--- src/rtl/backend_gain_cal_ctrl.sv ---
// Resets the analog backend, shifts a 5-bit gain word out MSB first, waits for ready and samples vco1_fast;
// sweep mode repeats this for all 32 codes. A run lasts ~RST+11*SCLK_DIV+wait cycles per code; i_start is ignored while busy.
module backend_gain_cal_ctrl #(
  parameter int unsigned SCLK_DIV    = 4,
  parameter int unsigned RST_CYCLES  = 3,
  parameter int unsigned RDY_TIMEOUT = 1023
) (
  input  logic        i_clk,
  input  logic        i_resetAll,
  input  logic        i_start,
  input  logic        i_sweep,
  input  logic [4:0]  i_gain_word,
  input  logic        i_ready,
  input  logic        i_vco1_fast,
  output logic        o_resetbAll,
  output logic        o_sclk,
  output logic        o_sdin,
  output logic        o_busy,
  output logic        o_done,
  output logic        o_timeout,
  output logic        o_result_valid,
  output logic [4:0]  o_result_code,
  output logic        o_result_fast,
  output logic        o_found,
  output logic [31:0] o_fast_map
);

  typedef enum logic [2:0] {
    S_IDLE, S_RST, S_SHIFT, S_WAIT, S_SAMPLE, S_NEXT, S_DONE
  } state_t;

  localparam logic [15:0] RST_LAST  = 16'(RST_CYCLES - 1);
  localparam logic [15:0] SCLK_LAST = 16'(SCLK_DIV - 1);
  localparam logic [15:0] TO_LAST   = 16'(RDY_TIMEOUT - 1);
  localparam logic [3:0]  PH_LAST   = 4'd10;

  state_t      state_q, state_d;
  logic [15:0] cnt_q, cnt_d;
  logic [3:0]  phase_q, phase_d;
  logic [4:0]  code_q, code_d;
  logic        sweep_q, sweep_d;
  logic        rstb_q, rstb_d;
  logic        sclk_q, sclk_d;
  logic        sdin_q, sdin_d;
  logic        done_q, done_d;
  logic        timeout_q, timeout_d;
  logic        rvalid_q, rvalid_d;
  logic [4:0]  rcode_q, rcode_d;
  logic        rfast_q, rfast_d;
  logic        found_q, found_d;
  logic [31:0] map_q, map_d;
  logic [2:0]  bit_idx;

  always_ff @(posedge i_clk or posedge i_resetAll) begin
    if (i_resetAll) begin
      state_q   <= S_IDLE;
      cnt_q     <= '0;
      phase_q   <= '0;
      code_q    <= '0;
      sweep_q   <= 1'b0;
      rstb_q    <= 1'b0;
      sclk_q    <= 1'b0;
      sdin_q    <= 1'b0;
      done_q    <= 1'b0;
      timeout_q <= 1'b0;
      rvalid_q  <= 1'b0;
      rcode_q   <= '0;
      rfast_q   <= 1'b0;
      found_q   <= 1'b0;
      map_q     <= '0;
    end else begin
      state_q   <= state_d;
      cnt_q     <= cnt_d;
      phase_q   <= phase_d;
      code_q    <= code_d;
      sweep_q   <= sweep_d;
      rstb_q    <= rstb_d;
      sclk_q    <= sclk_d;
      sdin_q    <= sdin_d;
      done_q    <= done_d;
      timeout_q <= timeout_d;
      rvalid_q  <= rvalid_d;
      rcode_q   <= rcode_d;
      rfast_q   <= rfast_d;
      found_q   <= found_d;
      map_q     <= map_d;
    end
  end

  always_comb begin
    state_d   = state_q;
    cnt_d     = cnt_q;
    phase_d   = phase_q;
    code_d    = code_q;
    sweep_d   = sweep_q;
    timeout_d = timeout_q;
    rvalid_d  = rvalid_q;
    rcode_d   = rcode_q;
    rfast_d   = rfast_q;
    found_d   = found_q;
    map_d     = map_q;
    bit_idx   = 3'd0;

    case (state_q)
      S_IDLE: begin
        if (i_start) begin
          sweep_d   = i_sweep;
          code_d    = i_sweep ? 5'd0 : i_gain_word;
          timeout_d = 1'b0;
          rvalid_d  = 1'b0;
          found_d   = 1'b0;
          if (i_sweep) map_d = '0;
          cnt_d     = '0;
          state_d   = S_RST;
        end
      end
      S_RST: begin
        if (cnt_q == RST_LAST) begin
          cnt_d   = '0;
          phase_d = '0;
          state_d = S_SHIFT;
        end else begin
          cnt_d = cnt_q + 16'd1;
        end
      end
      S_SHIFT: begin
        // Even phases are sclk-low, odd phases sclk-high; phase 10 is the trailing low.
        if (cnt_q == SCLK_LAST) begin
          cnt_d = '0;
          if (phase_q == PH_LAST) state_d = S_WAIT;
          else                    phase_d = phase_q + 4'd1;
        end else begin
          cnt_d = cnt_q + 16'd1;
        end
      end
      S_WAIT: begin
        if (i_ready) begin
          cnt_d   = '0;
          state_d = S_SAMPLE;
        end else if (cnt_q == TO_LAST) begin
          cnt_d     = '0;
          timeout_d = 1'b1;
          state_d   = S_DONE;
        end else begin
          cnt_d = cnt_q + 16'd1;
        end
      end
      S_SAMPLE: begin
        if (!sweep_q) begin
          rcode_d = code_q;
          rfast_d = i_vco1_fast;
          state_d = S_DONE;
        end else begin
          map_d[code_q] = i_vco1_fast;
          if (!i_vco1_fast && !found_q) begin
            found_d = 1'b1;
            rcode_d = code_q;
            rfast_d = 1'b0;
          end
          if (code_q == 5'd31) begin
            state_d = S_DONE;
            // Publish the not-found result together with the done pulse.
            if (!found_d) begin
              rcode_d = 5'd31;
              rfast_d = 1'b1;
            end
          end else begin
            state_d = S_NEXT;
          end
        end
      end
      S_NEXT: begin
        code_d  = code_q + 5'd1;
        cnt_d   = '0;
        state_d = S_RST;
      end
      S_DONE:  state_d = S_IDLE;
      default: state_d = S_IDLE;
    endcase

    if (state_d == S_DONE) rvalid_d = 1'b1;

    // Serial outputs are registered from next-state values so they never glitch.
    rstb_d = (state_d != S_RST);
    done_d = (state_d == S_DONE);
    sclk_d = (state_d == S_SHIFT) && phase_d[0];
    sdin_d = 1'b0;
    if (state_d == S_SHIFT && phase_d != PH_LAST) begin
      bit_idx = 3'd4 - phase_d[3:1];
      sdin_d  = code_d[bit_idx];
    end
  end

  assign o_resetbAll    = rstb_q;
  assign o_sclk         = sclk_q;
  assign o_sdin         = sdin_q;
  assign o_busy         = (state_q != S_IDLE);
  assign o_done         = done_q;
  assign o_timeout      = timeout_q;
  assign o_result_valid = rvalid_q;
  assign o_result_code  = rcode_q;
  assign o_result_fast  = rfast_q;
  assign o_found        = found_q;
  assign o_fast_map     = map_q;

endmodule

--- config.mk ---
export PLATFORM = sky130hd
export DESIGN_NAME = backend_gain_cal_ctrl
export DESIGN_NICKNAME = d
export VERILOG_FILES = /design/src/rtl/backend_gain_cal_ctrl.sv
export SDC_FILE = /design/constraint.sdc
export NUM_CORES = 1
export LEC_CHECK = 0
export ABC_AREA = 1
export ABC_CLOCK_PERIOD_IN_PS = 7300
export CAP_MARGIN = 20
export CELL_PAD_IN_SITES_DETAIL_PLACEMENT = 0
export CELL_PAD_IN_SITES_GLOBAL_PLACEMENT = 1
export CORE_MARGIN = 5
export CORE_UTILIZATION = 44
export CTS_CLUSTER_SIZE = 24
export DETAILED_ROUTE_END_ITERATION = 6
export PLACE_DENSITY_LB_ADDON = 0.3
export SETUP_SLACK_MARGIN = 0.4
export SLEW_MARGIN = 40
export SYNTH_ARGS = -nofsm -noshare
export SYNTH_HDL_FRONTEND = slang
export SYNTH_SLANG_ARGS = --single-unit
--- constraint.sdc ---
create_clock -name i_clk -period 7.3 [get_ports i_clk]
set_input_delay 1.46 -clock i_clk [delete_from_list [all_inputs] [get_ports i_clk]]
set_output_delay 1.46 -clock i_clk [all_outputs]
set_load 0.05 [all_outputs]
==> flow_summary_export.csv <==
group,metric,value,unit
final_layout,stdcell_area,5020,um^2
clock_network,postCtsResizedCells,0,
sta,timing_hold_violations_final,0,
clock_network,cts_hold_buf,0,
detailed_routing,drt-pass1-iter-count,4,
yosys,synth_area,4160,um^2
floorplanning,dieArea,11500,um^2
yosys,synth_compound_area_share,16.3,%
detailed_routing,drt-met1-wl,4690,um
placed_design,portBuffers,56,
grt,grtUsageTotal,18.3,%
detailed_routing,top_layer,"met4",
detailed_routing,wirelength,10100,um
placed_design,dp_hpwl,7360,um
worst_setup_path,crit_path_start_kind,"input pin",
floorplanning,start_util,45.1,%
worst_setup_path,crit_path_end_kind,"flop",
power,cellPowerDensity,312,nW/um^2
detailed_routing,drc,0,
yosys,yosys.area_share.simple,26.5,%
detailed_routing,drt-initial-drc-count,222,
floorplanning,num_rows,35,
final_layout,layout.cells.most_common,"nand2_1",
clock_network,cts_root_buf,"clkbuf_8",
yosys,synth_nets,566,
floorplanning,core-area,9240,um^2
detailed_routing,dr_wl_met2,4800,um
placed_design,place_area,4830,um^2
sta,slew_violations,0,
yosys,synth.area.mux_share,0,%
final_layout,nFillCells,867,
worst_hold_path,min_path_cells,2,
yosys,synth_top_family_by_area,"simple AND/OR/NAND/NOR gates",
worst_setup_path,reg2reg_slack,4180,ps
yosys,synth_cells,545,
sta,max_freq,265,MHz
clock_network,htreeDepth,3,
yosys,synth_xor_area_share,0.631,%
final_layout,nets,620,
sta,whs,489,ps
final_layout,most-common-layout-cells,"nand2_1, inv_1, dfrtp_1",
power,p_leak,2.31,nW
clock_network,clkTransAtPathRegs,80,ps
yosys,avgSynthCellArea,7.64,um^2
yosys,ys_ff_latch,74,
yosys,synthAdderAreaFrac,3.01,%
grt,grt_max_degree,75,
worst_hold_path,hold_path_class,"reg2reg",
clock_network,cts_setup_buffers,0,
worst_setup_path,r2r_cells,7,
floorplanning,die_w,107,um
clock_network,clock_latency,350,ps
floorplanning,ioPinCount,57,
detailed_routing,via_per_inst,5.10,
detailed_routing,num_vias,3735,
worst_setup_path,crit_type,"in2reg",
clock_network,cts_tree,"yes",
sta,layout_min_cycle_time,3770,ps
sta,worst_slew_pin_slew,762,ps
placed_design,gp_congestion,0.820,
final_layout,area_growth_syn_to_layout,20.6,%
sta,grt_setup_unrepaired,"no",
detailed_routing,wl_per_cell,13.8,um
yosys,synth_edf_count,0,
clock_network,clockBufferDepth,2,
grt,antenna_found_initial,0,
power,ir_drop,0.000214,V
clock_network,cts_buffers,9,
sta,fin_crit_sh,51.6,%
yosys,synth_ff_type,"dfrtp_1",
power,total_power,0.00157,W
grt,grt_pass1_vias,3665,
outcome,outcome,"complete, no violations",
yosys,yosysUniqueCellTypes,35,
detailed_routing,postRouteAntennaNets,0,
grt,grt_pass1_wl,17100,um
sta,fin_skew,11.3,ps
clock_network,cts_sinks,74,
yosys,ys_seq_area_share,44.5,%
yosys,synthArstFlopShare,100,%
sta,setup_violations,0,
worst_setup_path,arrival,4000,ps
sta,fin_tns_setup,0,ps
floorplanning,die_h,107,um
worst_setup_path,crit_fanout,32,
yosys,yosysWarnings,0,
sta,relSlewSlack,49.1,%
grt,grt_overflow_total,0,
worst_setup_path,worstPathRequired,7530,ps
final_layout,drive_gt1_share,6.30,%
run,maxCapViolations,0,
final_layout,antenna_cells,0,
detailed_routing,route.met3.wl,424,um
## critical path: stages
cell             delay (ps)
clkdlybuf4s50_1         560
inv_1                    70
nand2_2                 100
nand2_1                 440
inv_2                   370
nand3_2                 540
o31ai_1                 450
## per-layer routing
metal  GRT usage [%]  up-vias
met5               0        -
met4            6.94        0
met3            3.36       11
met2            30.4       72
met1            23.8     1732
li1                -     1920
## stage by stage
step	utilization (%)	setup WS, ps	std cells
after floorplan	-	3960	545
after global placement	52.3	3340	717
after detailed placement	52.3	3190	717
after CTS	54.3	3580	732
after global routing	54.3	3310	732
final	54.3	3530	732
## kinds of logic after synthesis
| kind of cell | after synthesis |
|---|---|
| adders and majority gates | 10 |
| xor gates and xnor gates | 3 |
| and+or+nand+nor | 246 |
| DFF | 74 |
| buffers and inverters | 98 |
| AOI/OAI and AO/OA | 114 |
## flip-flops by register name (all words and copies together), names as in the netlist, 3 cells and up, named ones only
signal / cells
cnt_q: 16
state_q: 3
phase_q: 4
o_fast_map: 32
code_q: 5
o_result_code: 5
## worst paths after layout
kind	startpoint	end
worst max-delay path	i_start	o_fast_map[30]
worst min-delay path	o_fast_map[26]	o_fast_map[26]
worst max register to register	state_q[0]	o_fast_map[30]
worst min register to register	o_fast_map[26]	o_fast_map[26]
max in group asynchronous	i_resetAll	cnt_q[7]
min in group asynchronous	i_resetAll	o_fast_map[21]
## where the power goes
part	internal (W)	total, W	switching, W
sequential	0.000475	0.000546	0.0000706
combinational	0.000213	0.000709	0.000495
clock	0.000165	0.000314	0.000149
## synth_stat cells, types with 2 or more instances
master | number | area share [%]
a21oi_1 | 34 | 4.1
a31oi_1 | 2 | 0.30
buf_2 | 5 | 0.60
clkbuf_1 | 8 | 0.72
dfrtp_1 | 74 | 44
ha_1 | 10 | 3.0
inv_1 | 78 | 7.0
inv_2 | 6 | 0.54
nand2_1 | 117 | 11
nand3_1 | 42 | 5.0
nand3_2 | 6 | 1.4
nand4_1 | 7 | 1.1
nor2_1 | 51 | 4.6
nor2_2 | 4 | 0.60
nor3_1 | 5 | 0.60
nor3b_1 | 6 | 1.1
nor4_1 | 2 | 0.30
o211ai_1 | 2 | 0.36
o21ai_0 | 31 | 3.7
o221ai_1 | 5 | 1.1
o22ai_1 | 18 | 2.7
o31ai_1 | 16 | 2.9
or2_2 | 2 | 0.30
xnor2_1 | 3 | 0.63
## final cells by class
| cell class | instances | area [um^2] | area share (%) |
|---|---|---|---|
| sequential | 74 | 1850 | 36.9 |
| clock buffer | 12 | 145 | 2.89 |
| tap | 129 | 161 | 3.22 |
| inverter | 84 | 315 | 6.28 |
| clock inverter | 3 | 40.0 | 0.798 |
| multi-input combinational | 373 | 1930 | 38.5 |
| timing repair buffer | 57 | 572 | 11.4 |
Note: power is estimated with default switching activity, not from simulation.
